## src/rtl/alu_seq.sv

```systemverilog
// Multi-operation ALU with start/done handshake and persistent carry/zero/neg/ovf flags.
// Define ALU_MUL_EN to build the iterative shift-add multiplier (opcode 9); otherwise opcode 9 is a NOP.
module alu_seq #(
  parameter int DATA_BITS = 8
) (
  input  logic                 clk,
  input  logic                 reset,
  input  logic                 start,
  input  logic [3:0]           op,
  input  logic [DATA_BITS-1:0] a,
  input  logic [DATA_BITS-1:0] b,
  output logic                 ready,
  output logic                 done,
  output logic [DATA_BITS-1:0] result,
  output logic                 cout,
  output logic                 zero,
  output logic                 neg,
  output logic                 ovf
);
  localparam int W   = DATA_BITS;
  localparam int MSB = W - 1;

  localparam logic [3:0] OP_ADD = 4'd0, OP_SUB = 4'd1, OP_ADC = 4'd2, OP_SBC = 4'd3,
                         OP_AND = 4'd4, OP_OR  = 4'd5, OP_XOR = 4'd6, OP_SHL = 4'd7,
                         OP_SHR = 4'd8;

  logic [W-1:0] result_q, result_d;
  logic         cout_q, cout_d, zero_q, zero_d, neg_q, neg_d, ovf_q, ovf_d, done_q, done_d;

  // Single-cycle datapath
  logic [W-1:0] b_eff, res_n;
  logic [W:0]   sum;
  logic         cin, c_n, v_n, wr;

  always_comb begin
    b_eff = (op == OP_SUB || op == OP_SBC) ? ~b : b;
    case (op)
      OP_ADD:  cin = 1'b0;
      OP_SUB:  cin = 1'b1;
      default: cin = cout_q;
    endcase
    sum   = {1'b0, a} + {1'b0, b_eff} + {{W{1'b0}}, cin};
    wr    = 1'b1;
    res_n = sum[W-1:0];
    c_n   = sum[W];
    v_n   = (a[MSB] == b_eff[MSB]) && (sum[MSB] != a[MSB]);
    case (op)
      OP_ADD, OP_SUB, OP_ADC, OP_SBC: ;
      OP_AND: begin res_n = a & b; c_n = 1'b0; v_n = 1'b0; end
      OP_OR:  begin res_n = a | b; c_n = 1'b0; v_n = 1'b0; end
      OP_XOR: begin res_n = a ^ b; c_n = 1'b0; v_n = 1'b0; end
      OP_SHL: begin res_n = {a[W-2:0], 1'b0}; c_n = a[MSB]; v_n = 1'b0; end
      OP_SHR: begin res_n = {1'b0, a[W-1:1]}; c_n = a[0];   v_n = 1'b0; end
      default: begin wr = 1'b0; res_n = result_q; c_n = cout_q; v_n = ovf_q; end
    endcase
  end

`ifdef ALU_MUL_EN
  localparam int CW = $clog2(W + 1);
  localparam logic [3:0] OP_MUL = 4'd9;
  localparam logic [0:0] S_IDLE = 1'b0, S_MUL = 1'b1;

  logic [0:0]     state_q, state_d;
  logic [CW-1:0]  cnt_q, cnt_d;
  logic [2*W-1:0] acc_q, acc_d, mcand_q, mcand_d, acc_nx;
  logic [W-1:0]   mplier_q, mplier_d;

  assign ready  = (state_q == S_IDLE);
  assign acc_nx = acc_q + (mplier_q[0] ? mcand_q : '0);
`else
  assign ready = 1'b1;
`endif

  always_comb begin
    result_d = result_q;
    cout_d   = cout_q;
    zero_d   = zero_q;
    neg_d    = neg_q;
    ovf_d    = ovf_q;
    done_d   = 1'b0;
`ifdef ALU_MUL_EN
    state_d  = state_q;
    cnt_d    = cnt_q;
    acc_d    = acc_q;
    mcand_d  = mcand_q;
    mplier_d = mplier_q;
    if (state_q == S_IDLE) begin
      if (start && op == OP_MUL) begin
        state_d  = S_MUL;
        cnt_d    = CW'(W);
        acc_d    = '0;
        mcand_d  = {{W{1'b0}}, a};
        mplier_d = b;
      end else if (start) begin
        done_d = 1'b1;
        if (wr) begin
          result_d = res_n;
          cout_d   = c_n;
          ovf_d    = v_n;
          zero_d   = (res_n == '0);
          neg_d    = res_n[MSB];
        end
      end
    end else begin
      // One multiplier bit per cycle; the last iteration writes the outputs directly.
      acc_d    = acc_nx;
      mcand_d  = mcand_q << 1;
      mplier_d = mplier_q >> 1;
      cnt_d    = cnt_q - 1'b1;
      if (cnt_q == CW'(1)) begin
        state_d  = S_IDLE;
        done_d   = 1'b1;
        result_d = acc_nx[W-1:0];
        cout_d   = |acc_nx[2*W-1:W];
        ovf_d    = 1'b0;
        zero_d   = (acc_nx[W-1:0] == '0);
        neg_d    = acc_nx[MSB];
      end
    end
`else
    if (start) begin
      done_d = 1'b1;
      if (wr) begin
        result_d = res_n;
        cout_d   = c_n;
        ovf_d    = v_n;
        zero_d   = (res_n == '0);
        neg_d    = res_n[MSB];
      end
    end
`endif
  end

  always_ff @(posedge clk) begin
    if (reset) begin
      result_q <= '0;
      cout_q   <= 1'b0;
      zero_q   <= 1'b0;
      neg_q    <= 1'b0;
      ovf_q    <= 1'b0;
      done_q   <= 1'b0;
`ifdef ALU_MUL_EN
      state_q  <= S_IDLE;
      cnt_q    <= '0;
      acc_q    <= '0;
      mcand_q  <= '0;
      mplier_q <= '0;
`endif
    end else begin
      result_q <= result_d;
      cout_q   <= cout_d;
      zero_q   <= zero_d;
      neg_q    <= neg_d;
      ovf_q    <= ovf_d;
      done_q   <= done_d;
`ifdef ALU_MUL_EN
      state_q  <= state_d;
      cnt_q    <= cnt_d;
      acc_q    <= acc_d;
      mcand_q  <= mcand_d;
      mplier_q <= mplier_d;
`endif
    end
  end

  assign done   = done_q;
  assign result = result_q;
  assign cout   = cout_q;
  assign zero   = zero_q;
  assign neg    = neg_q;
  assign ovf    = ovf_q;
endmodule
```

## config.mk

```make
export PLATFORM = sky130hd
export DESIGN_NAME = alu_seq
export DESIGN_NICKNAME = d
export VERILOG_FILES = /design/src/rtl/alu_seq.sv
export SDC_FILE = /design/constraint.sdc
export NUM_CORES = 1
export LEC_CHECK = 0
export ABC_AREA = 1
export CAP_MARGIN = 15
export CORE_ASPECT_RATIO = 0.7
export CORE_MARGIN = 8
export CORE_UTILIZATION = 30
export DETAILED_ROUTE_END_ITERATION = 8
export GPL_TIMING_DRIVEN = 0
export REMOVE_ABC_BUFFERS = 1
export SETUP_SLACK_MARGIN = 0.15
export SLEW_MARGIN = 20
export SYNTH_ARGS = -nofsm -noshare
export SYNTH_HDL_FRONTEND = slang
export SYNTH_SLANG_ARGS = --single-unit
```

## constraint.sdc

```tcl
create_clock -name clk -period 2.7 [get_ports clk]
set_clock_uncertainty 0.05 [all_clocks]
set_input_delay 0.27 -clock clk [delete_from_list [all_inputs] [get_ports clk]]
set_output_delay 0.27 -clock clk [all_outputs]
set_load 0.03 [all_outputs]
```

---- Word-level counts from Yosys, hierarchy flattened ----
Index checks and enable logic that the tools add are counted.
operators by class
  add/subtract/negate cells ............... 2
  eq/ne operators ......................... 10
  muxes and demuxes ....................... 7
  bitwise logic cells ..................... 4
  reduce and logical (&&, ||, !) cells .... 13
operators with widths
  kind                                                             number
  8-bit case mux with 6 select lines                               1
  4-bit by 3-bit == test with 1-bit output, second input constant  4
  8-bit by 8-bit adder with 9-bit output                           1
  9-bit by 1-bit adder with 9-bit output                           1
  9-bit OR reduction                                               1
  8-bit AND                                                        1
  4-bit by 2-bit == test with 1-bit output, second input constant  2
  8-bit zero test                                                  1
  8-bit two-way mux                                                1
  8-bit inverter                                                   1
  8-bit bitwise OR                                                 1
  8-bit XOR                                                        1
  3-bit AND reduction                                              2
  5-bit OR reduction                                               1
  4-bit by 1-bit == test with 1-bit output, second input constant  1
  4-bit == test, second input constant                             1
  4-bit zero test                                                  1
  1-bit case mux with 2 select lines                               2
  1-bit case mux with 4 select lines                               1
  4-bit nonzero test                                               1
  4-bit OR reduction                                               1
  3-bit OR reduction                                               1
  1-bit two-way mux                                                2
  2-bit AND reduction                                              1
  5 further kinds                                                  5
storage, ports and cells
  register bits ........................... 13

---- Logic depth before layout (Yosys ltp) ----
  word-level depth ........................ 8
  gate-level depth with buffers ........... 17

---- Worst setup path before layout ----
Ideal clock, no wire load.
  path kind ............................... input -> register
  start ................................... input port op[2]
  end ..................................... register zero_q, in the netlist zero
  library setup time ...................... 0.066 ns
  arrival ................................. 2.774 ns
  required time ........................... 2.584 ns
  path slack .............................. -0.190 ns
  stages on the path ...................... 17
  path buffers ............................ 1
  path through ............................ nor2_1 -> clkbuf_1 -> nand2_1 -> xor2_1 -> fa_1 -> fa_1 -> nand2_1 -> nand3_1 -> nand2_1 -> nand2_1 -> nand3_1 -> nand2_1 -> nor2_2 -> nand2_1 -> nor2_1 -> nand3_1 -> a21oi_2
between the ends
  cells in the longest elaborated chain, start to end .. 7
RTL lines
  what                                                                                                         RTL line    RTL
  start: declaration                                                                                           9           input logic [3:0] op,
  4-bit by 1-bit == test with 1-bit output / 4-bit by 2-bit == test with 1-bit output (equally long branches)  36, 37, 47
  1-bit logical OR                                                                                             36          b_eff = (op == OP_SUB || op == OP_SBC) ? ~b : b;
  8-bit two-way mux                                                                                            36
  8-bit by 8-bit adder with 9-bit output                                                                       42          sum = {1'b0, a} + {1'b0, b_eff} + {{W{1'b0}}, cin};
  9-bit by 1-bit adder with 9-bit output                                                                       42
  8-bit case mux with 6 select lines                                                                           47          case (op)
  8-bit zero test                                                                                              127         zero_d = (res_n == '0);
  end signal: assignment                                                                                       152         zero_q <= zero_d;
  end: declaration                                                                                             28          logic cout_q, cout_d, zero_q, zero_d, neg_q, neg_d, ovf_q, ovf_d, done_q, done_d;
Parallel ways exist; a longest one is shown, timed or not.
A chain may end at the register's enable or synchronous reset.

---- Final worst setup path ----
  start ................................... input port op[0]
  end ..................................... register zero_q, in the netlist zero
Same word-level chain as after synthesis.

==> flow_summary.yaml <==
synth:
  yosysSeqAreaShare_pct: 14.0
  avgSynthCellArea_um2: 6.15
  synth_area_leader_cell: "ha_1"
  synth_area_um2: 1720
  syn_inst: 279
  yosysTopAreaCellShare_pct: 16.8
  ys_ff_latch: 12
  ys_top_cells_by_area: "ha_1 17%, dfxtp_1 14%, nand2_1 14%"
  yosysWarnings: 0
  synth_cell_types: 25
floorplanning:
  dieArea_um2: 8430
  initial_core_util_pct: 30.6
  core_area_um2: 5610
  die_w_um: 106
  ioPinCount: 37
  rows: 23
  die_h_um: 79.3
pwr:
  p_switching_mw: 0.288
  vdd_drop_max_uv: 180
  p_leak_nw: 1.18
  intPower_mw: 0.460
  clockPowerShare_pct: 26.3
  p_seq_share_pct: 26.6
  p_comb_share_pct: 47.1
  switching_share_pct: 38.5
  p_per_area_nw_per_um2: 332
detailed_routing:
  wl_per_cell_um: 12.5
  postRouteAntennaNets: 0
  post-route-drc-count: 0
  routed_wl_mm: 4.88
  via_per_inst: 4.64
  num_vias: 1813
  drtPass1Iterations: 4
  drtIter0Drc: 122
critical_path:
  cp-start-kind: "input pin"
  cp_max_fo: 5
  crit_path_end_kind: "flop"
  arrival_ns: 2.52
  critPathKind: "in2reg"
  cp.required_ns: 2.83
  reg2regPathDepth: 15
timing:
  tightest_slew_ns: 0.696
  tns_ns: 0
  rsz0062_at_grt: "no"
  slew_headroom_pct: 53.5
  fmax_mhz: 419
  hold_viol: 0
  final_max_slew_viol_count: 0
  finalCritPeriodShare_pct: 88.5
  period_needed_ns: 2.39
  setup_viol_count_final: 0
finish:
  drive_gt1_share_pct: 10.8
  finalNetCount: 365
  area.sequential_um2: 240
  fillers: 606
  multiInputGateArea_um2: 1280
  areaGrowthSynthToFinish_pct: 31.3
  antenna_cells: 0
  instances_no_fill: 391
clock_network:
  cts_made_buffers: 3
  clockRootBuffer: "clkbuf_8"
  cts_buffer_depth: 2
  cts-htree-levels: 1
  numClockSinks: 12
  path_clk_slew_ns: 0.05
  insertion_delay_ns: 0.24
  cts_tree: "built"
run_status:
  status: "finished, final reports clean"
global_route:
  antenna_found_initial: 0
  grt_overflow: 0
  grt_max_degree: 19
  grt_pass1_wl_mm: 8.36
  grt_pass1_vias: 1771
  grt.total_usage_pct: 11.9
hold_path:
  min_path_type: "reg2reg"
  min_path_cells: 2
placed_design:
  port_buffers: 35
  place_hpwl_mm: 3.97
  dp.cells: 384
  place_congestion: 0.923
job:
  maxCapViolCount: 0
metal layers:
layer / track usage (%) / wire [um] / up-vias
met3: 3.23 / 308 / 2
met5: 0 / 0 / -
met1: 16.5 / 2570 / 806
met2: 18.5 / 2000 / 52
li1: - / - / 953
met4: 1.40 / 6 / 0
layout by cell type (no fill, tap or decap):
master           netlist  layout
a21oi_1               14      12
a21oi_2                1       3
a221oi_1               1       1
and3_1                 1       1
buf_2                  1       1
buf_4                  3       2
buf_6                  0       1
clkbuf_2               0       2
clkbuf_8               0       4
clkdlybuf4s15_1        0       1
clkdlybuf4s50_1        0      29
conb_1                 1       1
dfxtp_1               12      12
dlymetal6s2s_1         0       2
fa_2                   0       2
ha_1                  23      23
inv_1                 55      54
inv_2                  0       1
inv_4                  1       1
nand2_1               64      61
nand2_2                0       2
nand2_4                2       3
nand3_1               29      27
nand3_2                0       2
nand3b_1               7       7
nand4_1                3       3
nor2_1                26      24
nor2_2                 3       4
nor2_4                 3       4
nor3_2                 1       1
o211ai_1               3       3
o21ai_0               13      13
xor2_1                 9       8
xor2_2                 0       1
cells in the mapped netlist (all sizes together):
library cell and count:
o211ai 3, nand2 66, dfxtp 12, o21ai 13, inv 56, ha 23, nand3b 7, xor2 9
nand4 3, clkbuf 1, buf 4, conb 1, fa 2, nor3 1, a21oi 15, nand3 29
nor2 32, a221oi 1, and3 1
worst paths after layout:
| path | start | end | slack (ns) |
|---|---|---|---|
| worst min-delay path | zero | zero | 0.43 |
| worst max-delay path | op[0] | zero | 0.31 |
| worst min register to register | zero | zero | 0.43 |
| worst max register to register | cout | zero | 0.37 |
power groups by stage:
stage | sequential, mW | combinational (mW) | clock, mW
global placement | 0.202 | 0.335 | 0
CTS | 0.199 | 0.347 | 0.203
global route | 0.200 | 0.398 | 0.210
detailed placement | 0.202 | 0.337 | 0
finish | 0.199 | 0.352 | 0.197
floorplan | 0.227 | 0.192 | 0
logic make-up after synthesis:
| kind of cell | Yosys count | synth area share (%) |
|---|---|---|
| AND/OR/NAND/NOR | 139 | 37.6 |
| buffers and inverters | 61 | 14.2 |
| AO/OA/AOI/OAI | 32 | 10.2 |
| adder cells (fa/ha/maj) | 25 | 19.1 |
| flip-flops | 12 | 14.0 |
| XOR/XNOR | 9 | 4.60 |
| other | 1 | 0.219 |
metrics by stage:
stage / utilization (%) / setup slack [ns] / power [mW] / hold slack (ns) / instance area, um^2
after global routing: 40.1 / 0.173 / 0.809 / 0.473 / 2250
after global placement: 37.9 / -1.40 / 0.537 / 0.420 / 2130
after detailed placement: 37.9 / -1.42 / 0.539 / 0.426 / 2130
after CTS: 39.8 / 0.193 / 0.749 / 0.435 / 2230
final: 40.1 / 0.311 / 0.748 / 0.428 / 2250
after floorplan: - / -0.260 / 0.419 / 0.282 / 1680
sequential cells by signal, indices dropped and copies added, names as in the netlist:
register  flops
done          1
zero          1
ovf           1
cout          1
result        8
critical path, cell delays in order:
cell and delay, ns:
clkdlybuf4s15_1 0.34, nand2_4 0.09, xor2_1 0.16, fa_2 0.36, fa_2 0.38, nand2_2 0.08, nand3_2 0.08, nand2_1 0.07
nand2_1 0.04, nand3_1 0.05, nand2_1 0.06, nor2_2 0.12, nand2_1 0.06, nor2_1 0.12, nand3_1 0.11, a21oi_2 0.11
area by class of cell:
| type | instances | area share [%] |
|---|---|---|
| well taps | 75 | 4.17 |
| multi-input cells | 206 | 57.0 |
| flip-flops and latches | 12 | 10.7 |
| clock buffers | 4 | 2.44 |
| inverters | 56 | 9.44 |
| repair buffers | 38 | 16.3 |
what timing repair did:
action	in CTS	in global routing
setup endpoints to repair	11	5
setup buffers	3	0
resized for setup	15	16
pin swaps	2	6
hold buffers	0	0
(Power assumes the default switching activity.)
